<file path="src/rtl/serial_pkg.sv">
// Shared definitions for the serial link: FSM state encoding and line-level constants.
// The receiver imports the same package, so the encoding must stay stable.
package serial_pkg;

    localparam logic [2:0] IDLE   = 3'd0;
    localparam logic [2:0] START  = 3'd1;
    localparam logic [2:0] DATA   = 3'd2;
    localparam logic [2:0] PARITY = 3'd3;
    localparam logic [2:0] STOP   = 3'd4;

    typedef enum logic [2:0] {
        S_IDLE   = IDLE,
        S_START  = START,
        S_DATA   = DATA,
        S_PARITY = PARITY,
        S_STOP   = STOP
    } serial_state_e;

    localparam logic START_BIT = 1'b0;
    localparam logic STOP_BIT  = 1'b1;

    // Even parity: the parity bit makes the total count of ones even.
    function automatic logic even_parity(input logic [15:0] word);
        return ^word;
    endfunction

endpackage

</file>
<file path="src/rtl/baud_tick.sv">
// Modulo-CLKS_PER_BIT cycle counter; bit_end_o marks the last cycle of a serial bit.
// clear_i holds the count at zero so a new bit always starts with a full period.
module baud_tick #(
    parameter int unsigned CLKS_PER_BIT = 4
) (
    input  logic                            clk_i,
    input  logic                            rst_ni,
    input  logic                            clear_i,
    output logic [$clog2(CLKS_PER_BIT)-1:0] count_o,
    output logic                            bit_end_o
);

    localparam int unsigned CNT_W = $clog2(CLKS_PER_BIT);
    localparam logic [CNT_W-1:0] LAST = CNT_W'(CLKS_PER_BIT - 1);

    logic [CNT_W-1:0] count_q;
    logic [CNT_W-1:0] count_d;

    always_comb begin
        bit_end_o = (count_q == LAST);
        count_d   = count_q + CNT_W'(1);
        if (clear_i || bit_end_o) begin
            count_d = '0;
        end
    end

    always_ff @(posedge clk_i) begin
        if (!rst_ni) begin
            count_q <= '0;
        end else begin
            count_q <= count_d;
        end
    end

    assign count_o = count_q;

endmodule

</file>
<file path="src/rtl/serial_tx.sv">
// Parallel-in, serial-out frame transmitter: start bit, LSB-first data, optional
// even parity, stop bit; every bit lasts CLKS_PER_BIT cycles and the line idles high.
module serial_tx
    import serial_pkg::*;
#(
    parameter int unsigned DATA_WIDTH   = 8,
    parameter int unsigned CLKS_PER_BIT = 4,
    parameter bit          PARITY_EN    = 1'b1
) (
    input  logic                  clock,
    input  logic                  reset,
    input  logic [DATA_WIDTH-1:0] data_in,
    input  logic                  load,
    output logic                  ready,
    output logic                  tx_out,
    output logic                  done,
    output serial_state_e         dbg_state
);

    localparam int unsigned CNT_W = $clog2(CLKS_PER_BIT);
    localparam int unsigned IDX_W = (DATA_WIDTH > 1) ? $clog2(DATA_WIDTH) : 1;
    localparam logic [IDX_W-1:0] LAST_IDX  = IDX_W'(DATA_WIDTH - 1);
    localparam logic [CNT_W-1:0] PRE_LAST  = CNT_W'(CLKS_PER_BIT - 2);

    serial_state_e         state_q;
    logic [DATA_WIDTH-1:0] shift_q;
    logic [DATA_WIDTH-1:0] shift_d;
    logic [IDX_W-1:0]      bit_idx_q;
    logic                  parity_q;
    logic                  tx_q;
    logic                  done_q;

    logic [CNT_W-1:0]      baud_count;
    logic                  bit_end;
    logic                  baud_clear;
    logic                  last_data_bit;
    logic                  done_next;

    // The counter is held at zero while idle so START always lasts a full bit.
    assign baud_clear = (state_q == S_IDLE);

    baud_tick #(
        .CLKS_PER_BIT(CLKS_PER_BIT)
    ) u_baud_tick (
        .clk_i    (clock),
        .rst_ni   (reset),
        .clear_i  (baud_clear),
        .count_o  (baud_count),
        .bit_end_o(bit_end)
    );

    assign shift_d       = shift_q >> 1;
    assign last_data_bit = (bit_idx_q == LAST_IDX);
    // done is registered, so it is set one cycle ahead to land on the bit_end cycle.
    assign done_next     = (baud_count == PRE_LAST);

    always_ff @(posedge clock) begin
        if (!reset) begin
            state_q   <= S_IDLE;
            shift_q   <= '0;
            bit_idx_q <= '0;
            parity_q  <= 1'b0;
            tx_q      <= STOP_BIT;
            done_q    <= 1'b0;
        end else begin
            done_q <= 1'b0;
            case (state_q)
                S_IDLE: begin
                    tx_q      <= STOP_BIT;
                    bit_idx_q <= '0;
                    if (load) begin
                        shift_q  <= data_in;
                        parity_q <= even_parity(16'(data_in));
                        tx_q     <= START_BIT;
                        state_q  <= S_START;
                    end
                end
                S_START: begin
                    if (bit_end) begin
                        tx_q    <= shift_q[0];
                        state_q <= S_DATA;
                    end
                end
                S_DATA: begin
                    if (bit_end) begin
                        if (last_data_bit) begin
                            bit_idx_q <= '0;
                            if (PARITY_EN) begin
                                tx_q    <= parity_q;
                                state_q <= S_PARITY;
                            end else begin
                                tx_q    <= STOP_BIT;
                                state_q <= S_STOP;
                            end
                        end else begin
                            shift_q   <= shift_d;
                            tx_q      <= shift_d[0];
                            bit_idx_q <= bit_idx_q + IDX_W'(1);
                        end
                    end
                end
                S_PARITY: begin
                    if (bit_end) begin
                        tx_q    <= STOP_BIT;
                        state_q <= S_STOP;
                    end
                end
                S_STOP: begin
                    tx_q <= STOP_BIT;
                    if (done_next) begin
                        done_q <= 1'b1;
                    end
                    if (bit_end) begin
                        state_q <= S_IDLE;
                    end
                end
                default: begin
                    tx_q    <= STOP_BIT;
                    state_q <= S_IDLE;
                end
            endcase
        end
    end

    assign ready     = (state_q == S_IDLE);
    assign tx_out    = tx_q;
    assign done      = done_q;
    assign dbg_state = state_q;

endmodule

</file>
<file path="config.mk">
export PLATFORM = sky130hd
export DESIGN_NAME = serial_tx
export DESIGN_NICKNAME = d
export VERILOG_FILES = /design/src/rtl/serial_pkg.sv /design/src/rtl/baud_tick.sv /design/src/rtl/serial_tx.sv
export SDC_FILE = /design/constraint.sdc
export NUM_CORES = 1
export LEC_CHECK = 0
export ABC_AREA = 1
export CAP_MARGIN = 30
export CORE_UTILIZATION = 35
export DETAILED_ROUTE_END_ITERATION = 8
export PLACE_DENSITY = 0.63
export SLEW_MARGIN = 20
export SYNTH_ARGS = -nofsm -noshare
export SYNTH_HDL_FRONTEND = slang
export SYNTH_SLANG_ARGS = --single-unit
export TNS_END_PERCENT = 100
</file>
<file path="constraint.sdc">
create_clock -name clock -period 1.56 [get_ports clock]
set_clock_uncertainty 0.05 [all_clocks]
set_input_delay 0.312 -clock clock [delete_from_list [all_inputs] [get_ports clock]]
set_output_delay 0.312 -clock clock [all_outputs]
set_load 0.005 [all_outputs]
</file>
### After elaboration in Yosys (flattened, before gate mapping)

Cells that the tools add are included.
W data, S select, Z words.

| cells by class | value |
|---|---|
| $add $sub $neg | 2 |
| equal/unequal tests | 14 |
| multiplexer cells | 21 |
| bitwise logic cells | 1 |
| reductions and logical operators | 11 |

Operators by type and width:

| kind | count |
|---|---|
| $mux W3 | 8 |
| $mux W8 | 3 |
| $pmux W8 S2 | 1 |
| $reduce_xor A16 Y1 | 1 |
| $pmux W3 S5 | 1 |
| $ne A2 B2 Y1 const B | 7 |
| $eq A3 B2 Y1 const B | 2 |
| $eq A3 B3 Y1 const B | 2 |
| $mux W1 | 6 |
| $pmux W3 S2 | 1 |
| $reduce_and A2 Y1 | 3 |
| $reduce_and A6 Y1 | 1 |
| $eq A2 B2 Y1 const B | 2 |
| $pmux W1 S4 | 1 |
| $reduce_and A4 Y1 | 1 |
| $add A3 B1 Y3 const B | 1 |
| $eq A3 B1 Y1 const B | 1 |
| $logic_not A3 Y1 | 1 |
| $reduce_and A3 Y1 | 1 |
| $add A2 B1 Y2 const B | 1 |
| $reduce_bool A2 Y1 | 1 |
| $reduce_or A2 Y1 | 1 |
| $logic_or A1 B1 Y1 | 1 |
| $not A1 Y1 | 1 |

| storage, ports and cells | value |
|---|---|
| bits in registers | 19 |
| output and inout port bits | 6 |

### Logic depth before layout (Yosys ltp)

Gate-level depths: netlist of the first run.

| depth | value |
|---|---|
| word-level depth | 4 |
| depth in mapped cells | 10 |
| gate-level depth less buffers | 10 |

### Modules after synthesis

A second synthesis of the first run with hierarchy kept.

| unflattened totals | value |
|---|---|
| cells, all modules | 198 |
| area, all modules | 1199.9 sq um |

Modules (own cells, without submodules):

| module | instances | cells each | area an instance (sq um) |
|---|---|---|---|
| serial_tx | 1 | 190 | 1128.6 |
| baud_tick | 1 | 8 | 71.3 |

### Worst setup path before layout of the first run

OpenSTA, ideal clock, no wires.

| timing path | value |
|---|---|
| kind | reg-to-reg |
| from | register bit_idx_q[0] |
| to | register shift_q[5] |
| data arrival time | 1.161 ns |
| data required time | 1.394 ns |
| path slack | 0.233 ns |
| cell stages (with the launch flop) | 9 |
| path buffers | 0 |
| period minus slack after synthesis | 1.327 ns |
| cells stage by stage | dfxtp_1 > ha_1 > ha_1 > inv_1 > nand2_4 > nand2_8 > nand2_8 > o21ai_2 > nor2_2 |

| between the ends | value |
|---|---|
| longest elaborated chain between the ends | 3 |

Ends and longest elaborated chain:

| item | RTL line | RTL |
|---|---|---|
| start, declared | serial_tx.sv:28 | `logic [IDX_W-1:0] bit_idx_q;` |
| start signal, assigned | serial_tx.sv:98 | `bit_idx_q <= bit_idx_q + IDX_W'(1);` |
| $eq A3 B3 Y1 | serial_tx.sv:53 | `assign last_data_bit = (bit_idx_q == LAST_IDX);` |
| $ne A2 B2 Y1 (no line) | - |  |
| $reduce_and A4 Y1 (no line) | - |  |
| end signal, assigned | serial_tx.sv:72 | `shift_q <= data_in;` |
| end signal, assigned | serial_tx.sv:96 | `shift_q <= shift_d;` |
| end, declared | serial_tx.sv:26 | `logic [DATA_WIDTH-1:0] shift_q;` |

No other way between the ends.
A chain may end at the register's enable or synchronous reset.

### Worst setup path in the final report of the first run

| timing path | value |
|---|---|
| from | register tx_q, in the netlist tx_out |
| to | output tx_out |

RTL lines:

| item | RTL line | RTL |
|---|---|---|
| start, declared | serial_tx.sv:30 | `logic tx_q;` |
| start signal, assigned | serial_tx.sv:80 | `tx_q <= shift_q[0];` |
| start signal, assigned | serial_tx.sv:89 | `tx_q <= parity_q;` |
| start signal, assigned | serial_tx.sv:97 | `tx_q <= shift_d[0];` |
| end, declared | serial_tx.sv:15 | `output logic tx_out,` |

No word-level cell between the ends.

==> impl_metrics.toml, run 1 <==
[flow_run]
cap_violations = 0

[clock_network]
cts_tree = "built"
clock_tree.root_cell = "sky130_fd_sc_hd__clkbuf_4"
cts_sinks = 19
cts-root-to-sink-buffers = 2
clk_lat_worst_skew_ps = 300
cts.reportedPaths.clkPinSlew_ps = 110
htree_levels = 1
cts_hold_buf = 0
numCtsBuffers = 3

[placed_design]
dp_slack_ps = 19.6
dpl.hpwl_microns = 1930
gp_routability_congestion = 0.777
port_buffers = 16

[logic_synthesis]
synth.most_common_cell = "sky130_fd_sc_hd__nand2_1"
synth_top_flop_cell = "sky130_fd_sc_hd__dfxtp_1"
post_synth_mux_area_share_pct = 0
synthesis.yosys.warnings = 0
post_synth_xor_area_fraction_pct = 0
synth_cell_type_count = 25
synth.net_count = 198
synthArstFlopShare_pct = 0
synth_top_cells_by_area = "sky130_fd_sc_hd__dfxtp_1 (30%), sky130_fd_sc_hd__nand2_1 (17%), sky130_fd_sc_hd__o21ai_2 (8.3%)"
synth_compound_gate_area_share_pct = 15.5
main_combinational_cell_family_by_area_after_synthesis = "simple AND/OR/NAND/NOR gates"
postSynthRegisterBits = 19
share_of_synthesized_area_occupied_by_flip_flops_and_latches_pct = 29.9
synthDominantAreaCellType = "sky130_fd_sc_hd__dfxtp_1"
ys_top_cells_by_count = "sky130_fd_sc_hd__nand2_1 (57), sky130_fd_sc_hd__dfxtp_1 (19), sky130_fd_sc_hd__inv_1 (19), sky130_fd_sc_hd__nor2_1 (13), sky130_fd_sc_hd__o21ai_2 (12)"
area_share_of_the_largest_cell_type_after_synthesis_pct = 29.9
simple_gate_portion_of_the_synthesized_area_pct = 39.9
synth.avg_cell_area_sq_um = 6.99
netlist_instances = 182
synthAdderAreaFrac_pct = 4.92
syn-cell-area_sq_um = 1270
synth_enable_flop_cells = 0

[die]
core_area_sq_um = 3420
die_width_microns = 62.3
floorplan.initialDensity_pct = 37.3
die_h_microns = 62.3
placementRows = 21
num_ports = 17
die-area_sq_um = 3880

[worst_setup_path]
timing.critical_path.cells = "clkdlybuf4s50_1"
setup.worst_path.start = "tx_out"
cp-end-kind = "output pin"
timing.critical_path.slowest_stage_cell = "sky130_fd_sc_hd__clkdlybuf4s50_1"
worstPathBufferInverterCount = 1
critical_path.startpoint_type = "flop"
critical_path.top_delay_family = "buffers and inverters"
worstReg2RegStart = "dbg_state[2]"
worstPathRequired_ps = 1200
cp_data_arrival_time_ps = 1130
crit_type = "flop to output pin"
critical_path_peak_fanout = 2
max_incr_delay_on_cp_ps = 490

[timing]
timing_hold_violations_final = 0
final_min_period_over_clock_period_pct = 95.8
final-max-slew-violation-count = 0
fmaxAchievable_mhz = 669
rsz0062_at_grt = "false"
final.setup.worst_slack_ps = 65.3
final.min_clock_period_ps = 1490
worst_relative_slew_slack_pct = 78.0
tightest_slew_ps = 326
setup_total_negative_slack_ps = 0
final-setup-viol-count = 0

[run_status]
outcome = "finished, final reports clean"

[route]
detail_route.vias_per_cell = 4.47
avgRoutedWirePerCell_microns = 9.46
vias = 1148
drtIter0Drc = 45
detail_route.first_pass.iterations = 4
drc = 0
drt_wl_total_microns = 2430
postRouteAntennaNets = 0

[finish]
nets = 228
seq_area_sq_um = 390
multiInputGateArea_sq_um = 768
syn2layout_area_growth_pct = 26.8
fill_cells = 350
post_route_cells_drive_above_1_share_pct = 24.6
antenna-diode-count = 0
final_core_utilization_pct = 47.3

[worst_hold_path]
hold_start = "u_baud_tick.count_o[0]"
min-delay-path-class = "flop to flop"

[power]
vdd_drop_max_uv = 721
power.combinational.fraction_pct = 64.7
p_int_mw = 1.58
power.share.sequential_pct = 26.7
power.density_cell_area_nw_per_um2 = 1810
switchingPower_mw = 1.35
share_of_total_power_in_the_clock_network_pct = 8.6
p_sw_share_pct = 46.0
p_leak_nw = 0.807
fin_total_pwr_mw = 2.93

[grt]
grt-ovfl-total = 0
maximum_number_of_pins_on_one_net_before_global_route_repair = 11
grt_first_pass_wirelength_microns = 4560
gr_util_all_layers_pct = 14.4
grt_pass1_vias = 1091
antenna_found_initial = 0
[worst reg2reg max path, cell delays in order, from the launching register on]
cell	delay (ps)
sky130_fd_sc_hd__dfxtp_4	370
sky130_fd_sc_hd__buf_4	140
sky130_fd_sc_hd__nor2_4	170
sky130_fd_sc_hd__nand2_4	110
sky130_fd_sc_hd__clkinv_8	100
sky130_fd_sc_hd__nand2_4	60
sky130_fd_sc_hd__nand2_8	100
sky130_fd_sc_hd__nand2_8	90
sky130_fd_sc_hd__o21ai_2	130
sky130_fd_sc_hd__nor2_2	40
[routing by layer]
metal	routed length [microns]	up-vias	track usage (%)
met5	0	-	0
met4	21	0	3.49
met3	59	2	3.31
met2	1080	14	23.8
met1	1270	492	19.0
li1	-	640	-
[area by class of cell]
type / instances / share of cell area [%]
Sequential cell: 19 / 24.2
Tap cell: 46 / 3.57
Clock buffer: 4 / 1.63
Inverter: 23 / 6.12
Multi-Input combinational cell: 137 / 47.6
Timing Repair Buffer: 28 / 16.9
[worst paths after layout]
check	cells past startpoint	slack, ps	endpoint
setup / recovery	1	70	tx_out
hold / removal	1	400	u_baud_tick.count_o[0]
hold reg to reg	1	400	u_baud_tick.count_o[0]
setup reg to reg	9	110	shift_q[6]
[per-stage QoR]
stage	cells	area, sq um	hold WS [ps]
floorplan	182	1270	367
global placement	251	1550	388
detailed placement	251	1550	389
CTS	257	1590	404
global route	257	1610	431
finish	257	1610	400
[placed cells by master, fill, tap and decap left out, drive strengths merged]
master         netlist  routed
clkinv               0       1
o21ai               18      18
nor2                18      18
a21oi               11      11
nor3                 1       1
nand4                2       2
nand2               69      69
dlygate4sd2          0       1
dfxtp               19      19
clkbuf               0       4
ha                   5       5
dlymetal6s2s         0       3
o21a                 1       1
clkdlybuf4s50        0      12
buf                  3      12
and3                 1       1
inv                 23      22
nand3b               1       1
nand3               10      10
[logic make-up (layout without fill, tap and decap cells)]
group / count (synthesis) / count (layout)
flops: 19 / 19
buf+inv: 26 / 55
fa+ha+maj: 5 / 5
compound gates: 30 / 30
simple gates: 102 / 102
[power groups by stage]
stage	Sequential, mW	Combinational (mW)	Clock, mW
after floorplan	0.767	1.36	0
after global routing	0.809	2.14	0.283
after CTS	0.781	1.90	0.261
after global placement	0.784	1.85	0
final	0.782	1.90	0.251
after detailed placement	0.784	1.86	0
[flip-flops by register name (all words and copies together) (netlist names)]
name,flops
dbg_state,3
bit_idx_q,3
tx_out,1
parity_q,1
u_baud_tick.count_o,2
shift_q,8
done,1
[what timing repair did]
item,4_1_cts,5_1_grt
setup buffers,2,0
gates cloned,0,0
pin swaps,0,1
resized for setup,6,7
setup endpoints to repair,4,9
(Power assumes the default switching activity.)
==> run 2: changes to the inputs <==
Settings changed: GPL_ROUTABILITY_DRIVEN set to 0, HOLD_SLACK_MARGIN set to 0.1.
==> results of run 2 <==
Final layout, timing and power as in run 1 (identical DEF).
==> run 3: changes to the inputs <==
Settings changed: CORE_MARGIN set to 2, CORE_UTILIZATION 35 to 54, PLACE_DENSITY 0.63 to 0.87.
==> run 3 against run 2 <==
  * Setup slack worse by 24 ps
  * Combinational power rose by 20%
  * Via count rose by 16%
  * Critical path type is now flop to flop
  * Worst hold slack gained 15 ps
  * Power up 13%
  * Global-route usage up 10 points
  * First-iteration DRC count down 40%
  * Non-clock buffer count grew 7
  * Maximum frequency shrank 1.6%
  * Die area fell by 29%
  * Sequential share of layout area is 0.50 points lower
==> impl_metrics.toml, run 3 (synthesis gave the netlist of run 1 again) <==
[run_status]
outcome = "finished, final reports clean"

[finish]
flip_flop_count_of_the_largest_register_after_layout = 8
antenna-diode-count = 0
post_route_cells_drive_above_1_share_pct = 29.4
multiInputGateArea_sq_um = 805
most_frequent_cells_in_the_layout = "sky130_fd_sc_hd__nand2_1 (57), sky130_fd_sc_hd__buf_4 (19), sky130_fd_sc_hd__inv_1 (18), sky130_fd_sc_hd__dfxtp_1 (16)"
syn2layout_area_growth_pct = 29.1
nets = 235
registers.top_by_ff_count = "shift_q"
layout_commonest_cell = "sky130_fd_sc_hd__nand2_1"
seq_area_sq_um = 389
finalInstanceArea_sq_um = 1640
fill_cells = 164

[die]
die-area_sq_um = 2760
placementRows = 17
floorplan.initialDensity_pct = 57.5
num_ports = 17
core_area_sq_um = 2210
die_width_microns = 52.5
die_h_microns = 52.5

[power]
power.combinational.fraction_pct = 68.8
power.density_cell_area_nw_per_um2 = 2020
fin_total_pwr_mw = 3.31
share_of_total_power_in_the_clock_network_pct = 8.0
p_sw_share_pct = 48.3
p_leak_nw = 0.797
vdd_drop_max_uv = 1290
p_int_mw = 1.71
power.share.sequential_pct = 23.2
switchingPower_mw = 1.60

[route]
drt_wl_total_microns = 3340
drc = 0
avgRoutedWirePerCell_microns = 13.6
vias = 1326
postRouteAntennaNets = 0
detail_route.first_pass.iterations = 4
detail_route.vias_per_cell = 5.39
drtIter0Drc = 27

[grt]
grt_pass1_vias = 1271
maximum_number_of_pins_on_one_net_before_global_route_repair = 12
grt_first_pass_wirelength_microns = 5110
gr_util_all_layers_pct = 24.7
antenna_found_initial = 0
grt-ovfl-total = 0

[clock_network]
cts.reportedPaths.clkPinSlew_ps = 120
cts_tree = "built"
clk_lat_worst_skew_ps = 310
cts_hold_buf = 0
cts-root-to-sink-buffers = 2
clock_tree.root_cell = "sky130_fd_sc_hd__clkbuf_4"
numCtsBuffers = 3
cts_sinks = 19
htree_levels = 1

[timing]
fmaxAchievable_mhz = 659
final-setup-viol-count = 0
tightest_slew_ps = 382
final.hold.worst_slack_ps = 415
final.min_clock_period_ps = 1520
final_min_period_over_clock_period_pct = 97.3
setup_total_negative_slack_ps = 0
timing_hold_violations_final = 0
final-max-slew-violation-count = 0
worst_relative_slew_slack_pct = 74.3

[worst_hold_path]
min-delay-path-class = "flop to flop"

[placed_design]
place_area_sq_um = 1500
port_buffers = 16
dpl.hpwl_microns = 2260

[worst_setup_path]
worstPathRequired_ps = 1730
crit_type = "flop to flop"
timing.critical_path.slowest_stage_cell = "sky130_fd_sc_hd__dfxtp_4"
critical_path.startpoint_type = "flop"
worstPathBufferInverterCount = 2
timing.critical_path.cells = "buf_4 -> nor2_4 -> nand2_4 -> inv_6 -> nand2_4 -> nand2_8 -> nand2_8 -> o21ai_4 -> nor2_1"
cp-end-kind = "flop"
critical_path_peak_fanout = 8
cp_data_arrival_time_ps = 1690
max_incr_delay_on_cp_ps = 360
critical_path.top_delay_family = "simple AND/OR/NAND/NOR gates"

[flow_run]
cap_violations = 0
run 3: changes by cell type in the layout (fill, tap and decap cells not counted), sizes merged:
cell | previous run | this run
clkdlybuf4s50 | 12 | 13
inv | 22 | 23
dlymetal6s2s | 3 | 0
dlygate4sd2 | 1 | 2
buf | 12 | 19
run 3: through the flow:
step	worst slack, ps	util [%]	cells
after CTS	5.03	71.2	241
after global placement	53.6	67.9	232
after detailed placement	-7.71	67.9	232
after global routing	-18.9	74.3	246
final	41.5	74.3	246
after floorplan	233	-	182
run 3: layout make-up:
cell class | count | area share [%]
Multi-Input combinational cell | 137 | 49.0
Sequential cell | 19 | 23.7
Timing Repair Buffer | 35 | 18.0
Inverter | 23 | 5.56
Tap cell | 28 | 2.13
Clock buffer | 3 | 1.37
Clock inverter | 1 | 0.305
run 3: repair_timing:
| action | 4_1_cts | 5_1_grt |
|---|---|---|
| buffers inserted | 5 | 6 |
| setup endpoints to repair | 4 | 12 |
| resized for setup | 9 | 9 |
| pin swaps | 0 | 6 |
run 3: metal layers:
| metal | part of all wire [%] | up-vias | GRT usage, % |
|---|---|---|---|
| li1 | - | 649 | - |
| met1 | 41 | 631 | 27.2 |
| met2 | 53 | 34 | 45.8 |
| met3 | 3.8 | 12 | 4.00 |
| met4 | 2.3 | 0 | 10.7 |
| met5 | 0 | - | 0 |
run 3: final timing paths:
path | from | to | slack, ps | depth (start not counted)
max reg2reg | dbg_state[2] | shift_q[2] | 40 | 9
min | u_baud_tick.count_o[0] | u_baud_tick.count_o[0] | 420 | 1
max | dbg_state[2] | shift_q[2] | 40 | 9
min reg2reg | u_baud_tick.count_o[0] | u_baud_tick.count_o[0] | 420 | 1
run 3: power groups by stage:
stage	combinational (mW)	sequential, mW	clock, mW
after global placement	1.75	0.795	0
after detailed placement	1.84	0.806	0
after CTS	1.97	0.758	0.265
after floorplan	1.36	0.767	0
final	2.28	0.768	0.266
after global routing	2.46	0.779	0.283
run 3: worst reg2reg max path, delay by kind of cell (launching register included):
kind,cells,cell delay [ps]
AO/OA/AOI/OAI,1,160
buffers and inverters,2,240
flip-flops,1,360
AND/OR/NAND/NOR,6,620
